==> src/rtl/perceptron_trainer.sv <==
// perceptron_trainer: applies the perceptron learning rule to the four samples
// of a 2-input boolean truth table. It produces sign-magnitude weights for the
// downstream neuron.
// Optional feature: define PERCEPTRON_TRAINER_ERRCNT_EN to add err_cnt_o, the
// per-epoch count of misclassified samples.
module perceptron_trainer #(
  parameter int                 Q_M        = 15,
  parameter int                 Q_N        = 16,
  parameter logic [Q_M+Q_N:0]   LR         = 32'h0000_8000,
  parameter logic [Q_M+Q_N:0]   W1_INIT    = '0,
  parameter logic [Q_M+Q_N:0]   W2_INIT    = '0,
  parameter logic [Q_M+Q_N:0]   WB_INIT    = '0,
  parameter int                 MAX_EPOCHS = 16
) (
  input  logic                              clk_i,
  input  logic                              rst_i,
  input  logic                              start_i,
  input  logic [3:0]                        target_i,
  output logic [Q_M+Q_N:0]                  w1_o,
  output logic [Q_M+Q_N:0]                  w2_o,
  output logic [Q_M+Q_N:0]                  wb_o,
  output logic                              busy_o,
  output logic                              done_o,
  output logic                              converged_o,
  output logic [$clog2(MAX_EPOCHS+1)-1:0]   epoch_o
`ifdef PERCEPTRON_TRAINER_ERRCNT_EN
  ,
  output logic [2:0]                        err_cnt_o
`endif
);

  localparam int W = 1 + Q_M + Q_N;
  localparam int E = $clog2(MAX_EPOCHS + 1);

  typedef logic signed [W-1:0] wt_t;   // weight, two's complement
  typedef logic signed [W:0]   wx_t;   // one extra bit for the update step
  typedef logic signed [W+1:0] sum_t;  // room for the sum of three weights

  // Largest representable magnitude; updates clamp here instead of wrapping.
  localparam wx_t SAT_P = wx_t'({2'b00, {(W-1){1'b1}}});
  localparam wx_t SAT_N = -SAT_P;

  typedef enum logic [2:0] {
    S_IDLE,
    S_EVAL,
    S_UPDATE,
    S_CHECK,
    S_DONE
  } state_t;

  // Sign-magnitude to two's complement. A negative zero becomes zero.
  function automatic wt_t sm_to_tc(input logic [W-1:0] v);
    wt_t mag;
    mag = wt_t'({1'b0, v[W-2:0]});
    return v[W-1] ? -mag : mag;
  endfunction

  // Two's complement to sign-magnitude. Values never reach -2^(W-1).
  function automatic logic [W-1:0] tc_to_sm(input wt_t v);
    return v[W-1] ? {1'b1, (W-1)'(-v)} : {1'b0, v[W-2:0]};
  endfunction

  // Apply the error term e (+1, 0 or -1, 2-bit signed) scaled by LR when the
  // input is active, then saturate the result.
  function automatic wt_t sat_step(input wt_t w, input logic [1:0] e, input logic en);
    wx_t t;
    wx_t lr_x;
    lr_x = wx_t'({2'b00, LR[W-2:0]});
    t    = {w[W-1], w};
    if (en && e == 2'b01) begin
      t = t + lr_x;
    end else if (en && e == 2'b11) begin
      t = t - lr_x;
    end
    if (t > SAT_P) begin
      t = SAT_P;
    end else if (t < SAT_N) begin
      t = SAT_N;
    end
    return (W)'(t);
  endfunction

  state_t       state_q, state_d;
  logic [1:0]   idx_q, idx_d;
  logic         err_flag_q, err_flag_d;
  logic [1:0]   e_q, e_d;
  logic [3:0]   target_q, target_d;
  wt_t          w1_q, w1_d;
  wt_t          w2_q, w2_d;
  wt_t          wb_q, wb_d;
  logic [E-1:0] epoch_q, epoch_d;
  logic         converged_q, converged_d;
  sum_t         sum;
  logic         y;
`ifdef PERCEPTRON_TRAINER_ERRCNT_EN
  logic [2:0]   cnt_q, cnt_d;
  logic [2:0]   err_cnt_q, err_cnt_d;
`endif

  // Next-state logic: sequences the samples, evaluates, updates the weights and ends the epoch.
  always_comb begin
    state_d     = state_q;
    idx_d       = idx_q;
    err_flag_d  = err_flag_q;
    e_d         = e_q;
    target_d    = target_q;
    w1_d        = w1_q;
    w2_d        = w2_q;
    wb_d        = wb_q;
    epoch_d     = epoch_q;
    converged_d = converged_q;
    sum         = '0;
    y           = 1'b0;
`ifdef PERCEPTRON_TRAINER_ERRCNT_EN
    cnt_d       = cnt_q;
    err_cnt_d   = err_cnt_q;
`endif
    case (state_q)
      S_IDLE, S_DONE: begin
        if (start_i) begin
          state_d     = S_EVAL;
          idx_d       = 2'd0;
          err_flag_d  = 1'b0;
          target_d    = target_i;
          epoch_d     = '0;
          converged_d = 1'b0;
`ifdef PERCEPTRON_TRAINER_ERRCNT_EN
          cnt_d       = 3'd0;
`endif
        end
      end
      S_EVAL: begin
        sum = (idx_q[1] ? {{2{w1_q[W-1]}}, w1_q} : sum_t'(0))
            + (idx_q[0] ? {{2{w2_q[W-1]}}, w2_q} : sum_t'(0))
            + {{2{wb_q[W-1]}}, wb_q};
        y   = (sum > sum_t'(0));
        // e = target - y, encoded as a 2-bit signed value.
        if (target_q[idx_q]) begin
          e_d = y ? 2'b00 : 2'b01;
        end else begin
          e_d = y ? 2'b11 : 2'b00;
        end
        state_d = S_UPDATE;
      end
      S_UPDATE: begin
        if (e_q != 2'b00) begin
          err_flag_d = 1'b1;
`ifdef PERCEPTRON_TRAINER_ERRCNT_EN
          cnt_d      = cnt_q + 3'd1;
`endif
        end
        w1_d = sat_step(w1_q, e_q, idx_q[1]);
        w2_d = sat_step(w2_q, e_q, idx_q[0]);
        wb_d = sat_step(wb_q, e_q, 1'b1);
        if (idx_q == 2'd3) begin
          state_d = S_CHECK;
        end else begin
          idx_d   = idx_q + 2'd1;
          state_d = S_EVAL;
        end
      end
      S_CHECK: begin
        epoch_d = epoch_q + {{(E-1){1'b0}}, 1'b1};
`ifdef PERCEPTRON_TRAINER_ERRCNT_EN
        err_cnt_d = cnt_q;
        cnt_d     = 3'd0;
`endif
        if (!err_flag_q) begin
          state_d     = S_DONE;
          converged_d = 1'b1;
        end else if ((int'(epoch_q) + 1) == MAX_EPOCHS) begin
          state_d     = S_DONE;
          converged_d = 1'b0;
        end else begin
          state_d    = S_EVAL;
          idx_d      = 2'd0;
          err_flag_d = 1'b0;
        end
      end
      default: begin
        state_d = S_IDLE;
      end
    endcase
  end

  // State register; reset restores the initial weights and aborts training.
  always_ff @(posedge clk_i) begin
    if (rst_i) begin
      state_q     <= S_IDLE;
      idx_q       <= 2'd0;
      err_flag_q  <= 1'b0;
      e_q         <= 2'b00;
      target_q    <= 4'd0;
      w1_q        <= sm_to_tc(W1_INIT);
      w2_q        <= sm_to_tc(W2_INIT);
      wb_q        <= sm_to_tc(WB_INIT);
      epoch_q     <= '0;
      converged_q <= 1'b0;
`ifdef PERCEPTRON_TRAINER_ERRCNT_EN
      cnt_q       <= 3'd0;
      err_cnt_q   <= 3'd0;
`endif
    end else begin
      state_q     <= state_d;
      idx_q       <= idx_d;
      err_flag_q  <= err_flag_d;
      e_q         <= e_d;
      target_q    <= target_d;
      w1_q        <= w1_d;
      w2_q        <= w2_d;
      wb_q        <= wb_d;
      epoch_q     <= epoch_d;
      converged_q <= converged_d;
`ifdef PERCEPTRON_TRAINER_ERRCNT_EN
      cnt_q       <= cnt_d;
      err_cnt_q   <= err_cnt_d;
`endif
    end
  end

  assign w1_o        = tc_to_sm(w1_q);
  assign w2_o        = tc_to_sm(w2_q);
  assign wb_o        = tc_to_sm(wb_q);
  assign busy_o      = (state_q != S_IDLE) && (state_q != S_DONE);
  assign done_o      = (state_q == S_DONE);
  assign converged_o = converged_q;
  assign epoch_o     = epoch_q;
`ifdef PERCEPTRON_TRAINER_ERRCNT_EN
  assign err_cnt_o   = err_cnt_q;
`endif

endmodule

==> config.mk <==
export PLATFORM = sky130hd
export DESIGN_NAME = perceptron_trainer
export DESIGN_NICKNAME = d
export VERILOG_FILES = /design/src/rtl/perceptron_trainer.sv
export SDC_FILE = /design/constraint.sdc
export NUM_CORES = 1
export LEC_CHECK = 0
export BUFFER_PORTS_ARGS = -buffer_cell sky130_fd_sc_hd__buf_2
export CORE_UTILIZATION = 50
export CTS_CLUSTER_DIAMETER = 120
export DETAILED_ROUTE_END_ITERATION = 8
export PLACE_DENSITY = 0.7
export SETUP_SLACK_MARGIN = 0.3
export SYNTH_ARGS = -nofsm -noshare
export SYNTH_HDL_FRONTEND = slang
export SYNTH_SLANG_ARGS = --single-unit
==> constraint.sdc <==
create_clock -name clk_i -period 5 [get_ports clk_i]
set_input_delay 0.25 -clock clk_i [delete_from_list [all_inputs] [get_ports clk_i]]
set_output_delay 0.25 -clock clk_i [all_outputs]
set_load 0.005 [all_outputs]
# After elaboration in Yosys (flattened, before gate mapping)
# Cells that the tools add are included.
# Widths: inputs -> output; s select.
[totals]
output_inout_bits = 104
inputBits = 7
elab_cells = 108
reg_bits = 114
[op_classes]
n_mux = 45
reduce_logical = 16
n_lt_le_gt_ge = 8
eq_ne = 15
add_sub_neg = 14
[ops]
columns = ["op", "count"]
rows = [
  ["$mux 33", 9],
  ["$mux 32", 9],
  ["$add 32x17->33 const B", 3],
  ["$gt 33x32->1 const B", 3],
  ["$lt 33x32->1 const B", 3],
  ["$sub 32x17->33 const B", 3],
  ["$neg 31->31", 3],
  ["$add 34x34->34", 2],
  ["$mux 34", 2],
  ["$gt 34x1->1 const B", 1],
  ["$mux 2", 7],
  ["$pmux 3 s4", 1],
  ["$ne 2x2->1 const B", 5],
  ["$pmux 5 s2", 1],
  ["$mux 3", 3],
  ["$mux 1", 8],
  ["$add 5x1->6 const B", 1],
  ["$eq 3x2->1 const B", 2],
  ["$eq 6x5->1 const B", 1],
  ["$ne 3x3->1 const B", 2],
  ["$pmux 2 s3", 1],
  ["$reduce_and 3->1", 2],
  ["$reduce_bool 3->1", 2],
  ["$add 5x1->5 const B", 1],
  ["other kinds (16)", 23],
]

# Depth between registers and ports, before layout
# Gate-level depths: netlist of run 1.
[depth]
depth_word = 8
depth_mapped = 19
depth_no_buf = 17

# Worst setup path before layout of run 1
# OpenSTA, ideal clock, no wires.
[synth_path]
kind = "register -> register"
startpoint = "reg idx_q[1]"
endpoint = "reg e_q[0]"
required_time_ns = 4.914
path_slack_ns = 0.929
arrival_time_ns = 3.986
synth_period_minus_slack_ns = 4.071
stages_incl_launch_ff = 19
setup_time_ns = 0.086
path_cell_list = "dfxtp_1 -> clkbuf_1 -> clkbuf_1 -> and2_1 -> fa_1 -> ha_1 -> inv_1 -> fa_1 -> nor2b_1 -> o21a_1 -> o221ai_1 -> a21oi_1 -> nor2b_1 -> nor2_1 -> o41ai_1 -> o21ai_0 -> a211oi_1 -> ha_1 -> a211oi_1"
[synth_via]
elab_chain_len = 6
elab_cells_between_ends = 9
cone_classes = "2 x add/sub; 1 x order compare; 6 x mux"
[synth_lines]
columns = ["element", "line", "text"]
rows = [
  ["start: declaration", "84", "logic [1:0] idx_q, idx_d;"],
  ["start signal: assignment", "205", "idx_q <= idx_d;"],
  ["$mux 34", "133", "sum = (idx_q[1] ? {{2{w1_q[W-1]}}, w1_q} : sum_t'(0))"],
  ["$add 34x34->34", "134", "+ (idx_q[0] ? {{2{w2_q[W-1]}}, w2_q} : sum_t'(0))"],
  ["$add 34x34->34", "135", "+ {{2{wb_q[W-1]}}, wb_q};"],
  ["$gt 34x1->1", "136", "y = (sum > sum_t'(0));"],
  ["$mux 2 or $mux 1 (tied branches)", "141, 139", ""],
  ["$mux 2 (*)", "138", "if (target_q[idx_q]) begin"],
  ["end signal: assignment", "192", "e_q <= 2'b00;"],
  ["end signal: assignment", "207", "e_q <= e_d;"],
  ["end: declaration", "86", "logic [1:0] e_q, e_d;"],
]
# Mark *: on every way between the ends. The rest lies on a longest branch, timed or not. The select of a mux whose other input is x is not followed.
# A chain may end at the register's enable or synchronous reset.

# Final worst setup path of run 1
[layout_path]
startpoint = "reg w1_q[13]"
endpoint = "reg e_q[0]"
[layout_via]
elab_chain_len = 6
elab_cells_between_ends = 7
cone_classes = "2 x add/sub; 1 x order compare; 4 x mux"
[layout_lines]
columns = ["element", "line", "text"]
rows = [
  ["start: declaration", "88", "wt_t w1_q, w1_d;"],
  ["start signal: assignment", "194", "w1_q <= sm_to_tc(W1_INIT);"],
  ["start signal: assignment", "209", "w1_q <= w1_d;"],
  ["$mux 34 (*)", "133", ""],
  ["$add 34x34->34 (*)", "134", ""],
  ["$add 34x34->34 (*)", "135", ""],
  ["$gt 34x1->1 (*)", "136", ""],
  ["$mux 2 or $mux 1 (tied branches)", "141, 139", ""],
  ["$mux 2 (*)", "138", ""],
]
# Mark *: on every way between the ends. The rest lies on a longest branch, timed or not.

==> summary.txt, run 1 <==
Outcome: completed
Synthesized Nets: 1337
Final worst-path cycle share: 89.4%
PostCTS Resize Cnt: 0
Ys flop type: dfxtp_1
Hold slack: 0.136 ns
Register area: 1500 um^2
Most frequent cells in the layout: nand2_1, buf_2, nor2_1
GRT Util Overall: 28.7%
Port Buffers: 110
Number of global-route vias before repair: 8110
Routed via count: 9403
Standard-cell rows: 49
Mean Syn Cell Area: 7.21 um^2
Die width: 137 um
Post-synth EDFFs: 0
Crit Path Class: reg2reg
Worst Skew: 0.00808 ns
CP Launch Type: flop
Yosys top cell by area: dfxtp_1
RR Startpoint: w1_q[13]
Max Cap Viol: 0
Clock tree buffer depth: 2
Peak VDD IR: 165 uV
DRT Wirelength: 27500 um
Achievable Freq: 224 MHz
Rel. slew slack: 31.8%
CTS root buf: clkbuf_16
Number of H-tree levels: 3
First-pass GRT wire length: 42700 um
Synth area leaders: dfxtp_1, xnor2_1, ha_1
Pleak: 4.15 nW
Reg clk slew, reported paths: 0.06 ns
Post-CTS setup buffer count: 0
Total congestion overflow: 0
CTS tree: done
Crit path launch: w1_q[13]
Worst-Margin Slew: 1.02 ns
Cell count after synthesis: 1270
Die height: 137 um
Routed WL per cell: 18.3 um
Routability congestion estimate from global placement: 0.960
CORE AREA: 18000 um^2
Initial Util: 50.9%
Num ports: 111
Hpwl dp: 20900 um
Syn-to-layout area delta: 6.84%
RSZ-0062 raised after global routing: no
Syn. warnings: 0
Sequential share of the synthesized area: 16.4%
Cell area after synthesis: 9150 um^2
Final #Nets: 1339
Largest net degree at the start of global routing: 64
Worst-Skew Late Latency: 0.35 ns
FF+latch count, synth: 75
HP Class: in2reg
Num CTS Buffers: 9
CP top delay family: compound AO/OA/AOI/OAI gates
DR DRC count: 0
Max-slew violation total from the final report: 0
Crit-path max cell delay: 0.59 ns
Endpoints failing hold: 0
Ant. Diodes: 0
Critical Path RT: 5.26 ns
Commonest non-fill, non-tap cell in the layout: nand2_1
Synth cell types: 86
Crit end category: flop
Final Util: 54.4%
FFs w/ async S/R, synth: 0%
CP max FO: 7
Via density: 6.25
Multi-input gate area: 6750 um^2
Die footprint: 18800 um^2
Cell breakdown of the critical path: and2_1 -> fa_1 -> ha_1 -> inv_1 -> fa_1 -> nor2b_1 -> o21a_1 -> o221ai_1 -> a21oi_1 -> nor2b_1 -> nor2_1 -> o41ai_1 -> o21ai_0 -> a211oi_1 -> ha_1 -> a211oi_1
Layout cells sized above 1: 13.8%
Number of DRC markers in iteration 0: 938
Filler instances: 1754
CTS Sinks: 75
Pwr per Cell Area: 192 nW/um^2
ANT nets after route: 0
Critical path buffers and inverters: 1
Drt pass-1 iters: 5
Synth top area share: 16.4%
Number of antenna violations at the first check in global routing: 0
Final setup vio count: 0
Hold Startpoint: target_i[3]
Period minus WS final: 4.47 ns
WP data arrival: 4.73 ns
Post-route setup TNS: 0 ns
CP max-delay cell: fa_1
# hold bufs at CTS: 0
## Yosys cell counts (20+ instances only)
| cell type | number |
|---|---|
| nand2_1 | 111 |
| nor2_1 | 109 |
| clkbuf_1 | 84 |
| xnor2_1 | 80 |
| a21oi_1 | 79 |
| dfxtp_1 | 75 |
| o21ai_0 | 48 |
| inv_1 | 47 |
| and2_1 | 44 |
| nor3_1 | 44 |
| buf_4 | 43 |
| ha_1 | 39 |
| nand3_1 | 37 |
| nand4_1 | 28 |
| a211oi_1 | 27 |
| nor4_1 | 25 |
| fa_1 | 21 |
| xor2_1 | 20 |
## cell families (layout without fill, tap and decap cells)
| family | count (synthesis) | in the layout | share of synthesized area [%] |
|---|---|---|---|
| compound gates | 295 | 295 | 21.3 |
| xor+xnor | 101 | 101 | 9.75 |
| mux | 9 | 9 | 1.15 |
| buf+inv | 193 | 199 | 9.97 |
| fa+ha+maj | 61 | 61 | 10.0 |
| flops | 75 | 75 | 16.4 |
| simple gates | 536 | 536 | 31.4 |
## worst min-delay path: stages
cell,delay (ns)
buf_2,0.09
nand2_1,0.05
a21oi_1,0.05
## worst paths after layout
kind                                     to  slack (ns)  depth (start not counted)
worst max-delay path                 e_q[0]        0.53                         16
worst min-delay path            target_q[3]        0.14                          3
worst max register to register       e_q[0]        0.53                         16
worst min register to register  target_q[0]        0.47                          2
## sequential cells by signal, summed over array words and instances, names as in the netlist
register / cells
converged_o: 1
e_q: 2
epoch_o: 5
err_flag_q: 1
idx_q: 2
state_q: 3
target_q: 4
w1_q: 19
w2_q: 19
wb_q: 19
## per-stage QoR
stage | power [W] | worst slack [ns] | instances | instance area [um^2]
finish | 0.00188 | 0.531 | 1505 | 9780
global route | 0.00195 | 0.354 | 1505 | 9780
CTS | 0.00187 | 0.643 | 1505 | 9780
detailed placement | 0.00116 | 0.685 | 1490 | 9460
global placement | 0.00116 | 0.824 | 1490 | 9460
floorplan | 0.00103 | 0.929 | 1270 | 9150
## metal layers
| metal | wire length (um) | track usage [%] | share of wire (%) | up-vias |
|---|---|---|---|---|
| met1 | 12500 | 39.8 | 45 | 4381 |
| met2 | 12600 | 45.7 | 46 | 449 |
| met5 | 0 | 0 | 0 | - |
| met4 | 685 | 8.73 | 2.5 | 0 |
| li1 | - | - | - | 4522 |
| met3 | 1780 | 4.27 | 6.5 | 51 |
## power by group
part | leakage (nW) | internal, W | total [W] | switching (W)
logic | 3.40 | 0.000189 | 0.000467 | 0.000278
registers | 0.609 | 0.000625 | 0.000695 | 0.0000699
clock network | 0.148 | 0.000435 | 0.000714 | 0.000279
total | 4.15 | 0.00125 | 0.00188 | 0.000627
## area by class of cell
| class | instances | share of cell area (%) |
|---|---|---|
| clock buffers | 9 | 2.30 |
| clock inverters | 6 | 0.909 |
| inverters | 47 | 1.80 |
| multi-input cells | 1002 | 69.0 |
| flip-flops and latches | 75 | 15.4 |
| well taps | 229 | 2.93 |
| repair buffers | 137 | 7.70 |
(Power assumes the default switching activity.)
==> run 2, diff against run 1 <==
--- a/config.mk
+++ b/config.mk
@@ -11,4 +11,6 @@
 export DETAILED_ROUTE_END_ITERATION = 8
 export PLACE_DENSITY = 0.7
+export RECOVER_POWER = 100
+export REMOVE_ABC_BUFFERS = 1
 export SETUP_SLACK_MARGIN = 0.3
 export SYNTH_ARGS = -nofsm -noshare
==> constraint.sdc (replaced) <==
create_clock -name clk_i -period 5 [get_ports clk_i]
set_input_delay 0 -clock clk_i [delete_from_list [all_inputs] [get_ports clk_i]]
set_output_delay 0 -clock clk_i [all_outputs]
set_load 0.005 [all_outputs]
==> run 2 against run 1 <==
Compared with the run above:
- highest routed layer unchanged
- die area did not move
- largest power group is now registers
- non-clock buffer count rose by 2
- critical path depth did not move
- sequential cell count did not move
- clock power fell by 2%
- the flow now finishes with violations (max-capacitance violations, max-slew violations)
- combinational power fell by 3%
- fmax rose by 0.37%
- clock-buffer cell count rose by 1
==> summary.txt, run 2 (synthesized netlist as in run 1, its figures left out) <==
Outcome: complete, but fails checks
Failing checks: max-capacitance violations, max-slew violations
Sw Share: 34.5%
Post-route setup TNS: 0 ns
PostCTS Resize Cnt: 0
Largest net degree at the start of global routing: 54
CP max FO: 7
Cell breakdown of the critical path: and2_0 -> fa_1 -> ha_1 -> inv_1 -> fa_1 -> xnor2_1 -> nor4_1 -> o2111ai_1 -> a211o_1 -> nor4b_1 -> and4_1 -> nand4_1 -> nor2b_1 -> a211oi_1 -> ha_1 -> a211oi_1
Critical Path RT: 5.26 ns
Routed WL per cell: 18.3 um
Die height: 137 um
Num ports: 111
Total congestion overflow: 0
Via density: 6.26
Worst-Skew Late Latency: 0.35 ns
# hold bufs at CTS: 5
Final setup vio count: 0
Port Buffers: 110
Critical path endpoint: e_q[0]
Met3 usage: 5.59%
Number of antenna violations at the first check in global routing: 0
Drt pass-1 iters: 5
Number of global-route vias before repair: 8205
Hpwl dp: 20500 um
Ant. Diodes: 0
DR DRC count: 0
Max-slew violation total from the final report: 38
Final worst-path cycle share: 89.0%
End of the worst register-to-register path: e_q[0]
Die footprint: 18800 um^2
Crit Path Class: reg2reg
Worst-Margin Slew: 1.98 ns
Layout cells sized above 1: 7.35%
First-pass GRT wire length: 44000 um
Routed via count: 9445
Crit-path max cell delay: 0.59 ns
Clock tree buffer depth: 2
ANT nets after route: 0
Standard-cell rows: 49
Clock power frac: 37.7%
Num CTS Buffers: 9
Crit path launch: w1_q[13]
CP max-delay cell: fa_1
Number of H-tree levels: 3
Crit end category: flop
CTS Sinks: 75
Endpoints failing hold: 0
Commonest non-fill, non-tap cell in the layout: nand2_1
Routability congestion estimate from global placement: 1.02
Initial Util: 50.9%
Total Power: 0.00185 W
Sequential share of power: 37.8%
R2R Setup Slk: 0.55 ns
P_int: 0.00121 W
Number of DRC markers in iteration 0: 964
GRT Util Overall: 29.8%
Final #Nets: 1341
RSZ-0062 raised after global routing: no
Sw Pwr: 0.000637 W
CP Launch Type: flop
Pwr per Cell Area: 192 nW/um^2
Largest regs: w1_q (19), w2_q (19), wb_q (19)
Reg2Reg Depth: 16
CORE AREA: 18000 um^2
Die width: 137 um
Layer with the highest usage: met2
Achievable Freq: 225 MHz
CTS tree: done
Comb pwr share: 24.5%
CP Depth: 16
Critical path buffers and inverters: 1
CTS root buf: clkbuf_16
WP data arrival: 4.71 ns
CP top delay family: adder cells
Max Cap Viol: 2
HP Class: in2reg
RR Startpoint: w1_q[13]
Rel. slew slack: -32.4%
Worst Skew: 0.00751 ns
Most frequent cells in the layout: nand2_1, nor2_1, a21oi_1, xnor2_1, dfxtp_1
DRT Wirelength: 27700 um
Met1 Usage GRT: 43.6%
Peak VDD IR: 172 uV
Post-CTS setup buffer count: 0
Reg clk slew, reported paths: 0.06 ns
Filler instances: 1778
Pleak: 3.83 nW
Syn-to-layout area delta: 5.35%
Met2 usage: 44.1%
Period minus WS final: 4.45 ns
==> run 2: cell count changes in the layout (fill, tap and decap cells not counted), moves of 3 or more <==
cell / previous run / this run
dlygate4sd3_1: 0 / 5
o21ai_0: 48 / 53
buf_4: 27 / 18
o21ai_1: 16 / 11
clkbuf_2: 0 / 14
buf_2: 110 / 30
and2_1: 44 / 41
clkbuf_1: 0 / 70
and2_0: 0 / 3
==> run 2: power by group through the flow <==
stage                     Clock [W]  Sequential, W  Combinational [W]
after global routing       0.000737       0.000703           0.000497
after detailed placement          0       0.000709           0.000449
after floorplan                   0       0.000699           0.000302
after global placement            0       0.000709           0.000448
after CTS                  0.000709       0.000696           0.000455
final                      0.000697       0.000698           0.000453
==> run 2: worst min-delay path by stage <==
stage	startpoint	endpoint	slack, ns	depth (start not counted)
5_1_grt	rst_i	wb_q[24]	0.22	2
6_report	rst_i	wb_q[27]	0.21	2
3_5_place_dp	target_i[1]	target_q[1]	0.25	3
2_1_floorplan	rst_i	converged_o	0.07	1
4_1_cts	rst_i	wb_q[27]	0.20	2
3_3_place_gp	target_i[2]	target_q[2]	0.24	3
==> run 2: final cells by class <==
| class | instances | area (um^2) | share of cell area, % |
|---|---|---|---|
| Inverter | 47 | 176 | 1.83 |
| Sequential cell | 75 | 1500 | 15.6 |
| Timing Repair Buffer | 139 | 676 | 7.01 |
| Multi-Input combinational cell | 1002 | 6690 | 69.4 |
| Clock inverter | 6 | 71.3 | 0.740 |
| Clock buffer | 10 | 239 | 2.48 |
| Tap cell | 229 | 287 | 2.97 |
==> run 2: worst register-to-register path: cells and delay by family, from the launching register on <==
| kind | cells | cell delay [ns] |
|---|---|---|
| simple gates | 6 | 1.48 |
| buf+inv | 1 | 0.07 |
| flops | 1 | 0.36 |
| xor+xnor | 1 | 0.15 |
| fa+ha+maj | 4 | 1.56 |
| compound gates | 4 | 0.78 |
==> run 2: layer usage <==
metal,up-vias,share of wire (%)
met3,42,8.7
li1,4540,-
met1,4409,47
met4,0,1.9
met5,-,0
met2,454,43
==> run 2: through the flow <==
step	hold slack [ns]	util [%]	cells	cell area, um^2	setup WS (ns)
3_5_place_dp	0.245	52.6	1487	9440	0.709
4_1_cts	0.196	54.6	1508	9800	0.660
6_report	0.205	53.7	1508	9640	0.548
5_1_grt	0.220	53.7	1508	9640	0.217
3_3_place_gp	0.244	52.6	1487	9440	0.811
2_1_floorplan	0.0691	-	1124	8420	1.03
==> run 3, diff against run 2 <==
- CTS_BUF_LIST: unset -> sky130_fd_sc_hd__clkbuf_2 sky130_fd_sc_hd__clkbuf_4 sky130_fd_sc_hd__clkbuf_8
- PLACE_DENSITY: 0.7 -> 0.76
- clock period: 5 -> 4.7 ns (I/O delays scaled with it)
==> run 3 against run 2 <==
Compared with the run above:
- the flow still finishes with violations (max-capacitance violations, max-slew violations)
- sequential cell count stayed put
- sequential power rose by 3.9%
- combinational power is 14% higher
- clock-buffer cell count unchanged
- power decreased by 2.7%
==> summary.txt, run 3 (synthesized netlist as in run 1, its figures left out) <==
Achievable Freq: 224 MHz
Register area: 1500 um^2
Final setup vio count: 0
Worst Skew: 0.0115 ns
Num ports: 111
Num CTS Buffers: 9
Hpwl dp: 21500 um
Total congestion overflow: 0
Cells after DPL: 1504
Comb pwr share: 28.8%
Syn-to-layout area delta: 5.77%
Rel. slew slack: -60.6%
First-pass GRT wire length: 45000 um
Routed WL per cell: 18.8 um
Worst-Margin Slew: 2.40 ns
Crit Path Class: reg2reg
Pleak: 3.84 nW
Post-route cell area: 9680 um^2
Endpoints failing hold: 0
Number of antenna violations at the first check in global routing: 1
Failing checks: max-capacitance violations, max-slew violations
Max-slew violation total from the final report: 38
Worst-Skew Late Latency: 0.39 ns
Peak VDD IR: 196 uV
Hold endpoint: wb_q[27]
CTS tree: done
Max Cap Viol: 1
DRT Wirelength: 28700 um
Largest net degree at the start of global routing: 56
DR DRC count: 0
Die height: 137 um
Hold Path Depth: 2
CORE AREA: 18000 um^2
Drt pass-1 iters: 5
Die footprint: 18800 um^2
Reg2Reg Depth: 15
R2R Setup Slk: 0.24 ns
CTS Sinks: 75
Final Util: 53.9%
Most frequent cells in the layout: nand2_1, nor2_1, clkbuf_1
Die width: 137 um
CTS root buf: clkbuf_8
P_int: 0.00112 W
Critical Path RT: 5.00 ns
Clock power frac: 30.9%
Largest regs: w1_q (19), w2_q (19), wb_q (19)
Period minus WS final: 4.46 ns
RSZ-0062 raised after global routing: yes
Number of DRC markers in iteration 0: 941
Number of global-route vias before repair: 8384
Outcome: complete, but fails checks
Crit end category: flop
Ant. Diodes: 0
Via density: 6.34
Hold Startpoint: rst_i
Final worst-path cycle share: 94.9%
HP Class: in2reg
Multi-input gate area: 6730 um^2
CP Launch Type: flop
Filler instances: 1808
Number of H-tree levels: 3
Post-Place Cell Area: 9570 um^2
Final #Nets: 1358
Post-route setup TNS: 0 ns
WP data arrival: 4.76 ns
RR Startpoint: wb_q[15]
Sequential share of power: 40.3%
CP max FO: 9
Routed via count: 9666
Reg clk slew, reported paths: 0.10 ns
Clock tree buffer depth: 2
ANT nets after route: 0
Pwr per Cell Area: 186 nW/um^2
Layout cells sized above 1: 8.18%
Sw Share: 37.5%
Port Buffers: 110
Sw Pwr: 0.000675 W
Standard-cell rows: 49
End of the worst register-to-register path: e_q[0]
Commonest non-fill, non-tap cell in the layout: nand2_1
GRT Util Overall: 30.6%
Routability congestion estimate from global placement: 1.00
Initial Util: 50.9%
Final std cells w/o fill: 1525
## run 3: worst max-delay path by stage
stage	start	end	slack, ns
after global placement	w1_q[13]	e_q[0]	0.52
after floorplan	idx_q[1]	e_q[0]	0.73
after CTS	w2_q[13]	e_q[0]	0.41
after global routing	w1_q[15]	w1_q[18]	0.09
final	wb_q[15]	e_q[0]	0.24
after detailed placement	w2_q[13]	e_q[0]	0.32
## run 3: final cells by class
cell class / count / area share, %
Multi-Input combinational cell: 1002 / 69.5
Timing Repair Buffer: 156 / 8.05
Inverter: 47 / 1.82
Clock buffer: 10 / 1.36
Tap cell: 229 / 2.96
Clock inverter: 6 / 0.763
Sequential cell: 75 / 15.5
## run 3: layer usage
layer  vias up  share of wire, %  track usage, %
met5         -                 0               0
met4         0               2.1            8.18
met3        52               9.6            6.77
met2       497                43            46.0
met1      4554                45            43.6
li1       4563                 -               -
## run 3: through the flow
step / hold slack [ns] / worst slack [ns] / power, W
after floorplan: 0.0691 / 0.733 / 0.00106
after global placement: 0.250 / 0.522 / 0.00124
after detailed placement: 0.253 / 0.321 / 0.00125
after CTS: 0.157 / 0.406 / 0.00180
after global routing: 0.144 / 0.0898 / 0.00189
final: 0.149 / 0.241 / 0.00180
## run 3: critical path: stages (launching register included)
cell and delay, ns:
dfxtp_1 0.49, inv_1 0.21, fa_1 0.57, inv_1 0.05, ha_1 0.40, a21oi_1 0.27
o21a_1 0.21, o21ai_0 0.15, a2111o_1 0.43, a31o_1 0.22, a211oi_1 0.32, nand4_1 0.23
nor3_1 0.20, a211oi_1 0.09, ha_1 0.30, a211oi_1 0.23
## run 3: power groups by stage
stage | Clock [W] | Combinational [W] | Sequential (W)
finish | 0.000555 | 0.000518 | 0.000725
global route | 0.000589 | 0.000569 | 0.000728
CTS | 0.000565 | 0.000514 | 0.000723
detailed placement | 0 | 0.000508 | 0.000738
global placement | 0 | 0.000501 | 0.000738
floorplan | 0 | 0.000321 | 0.000744
## run 3: what timing repair did
item	in CTS	in global routing
pin swaps	0	0
buffers inserted	0	0
cloned	0	0
gates resized for setup	1	2
endpoints found under the setup margin	1	11
hold endpoints to repair	5	0
hold buffers	5	0
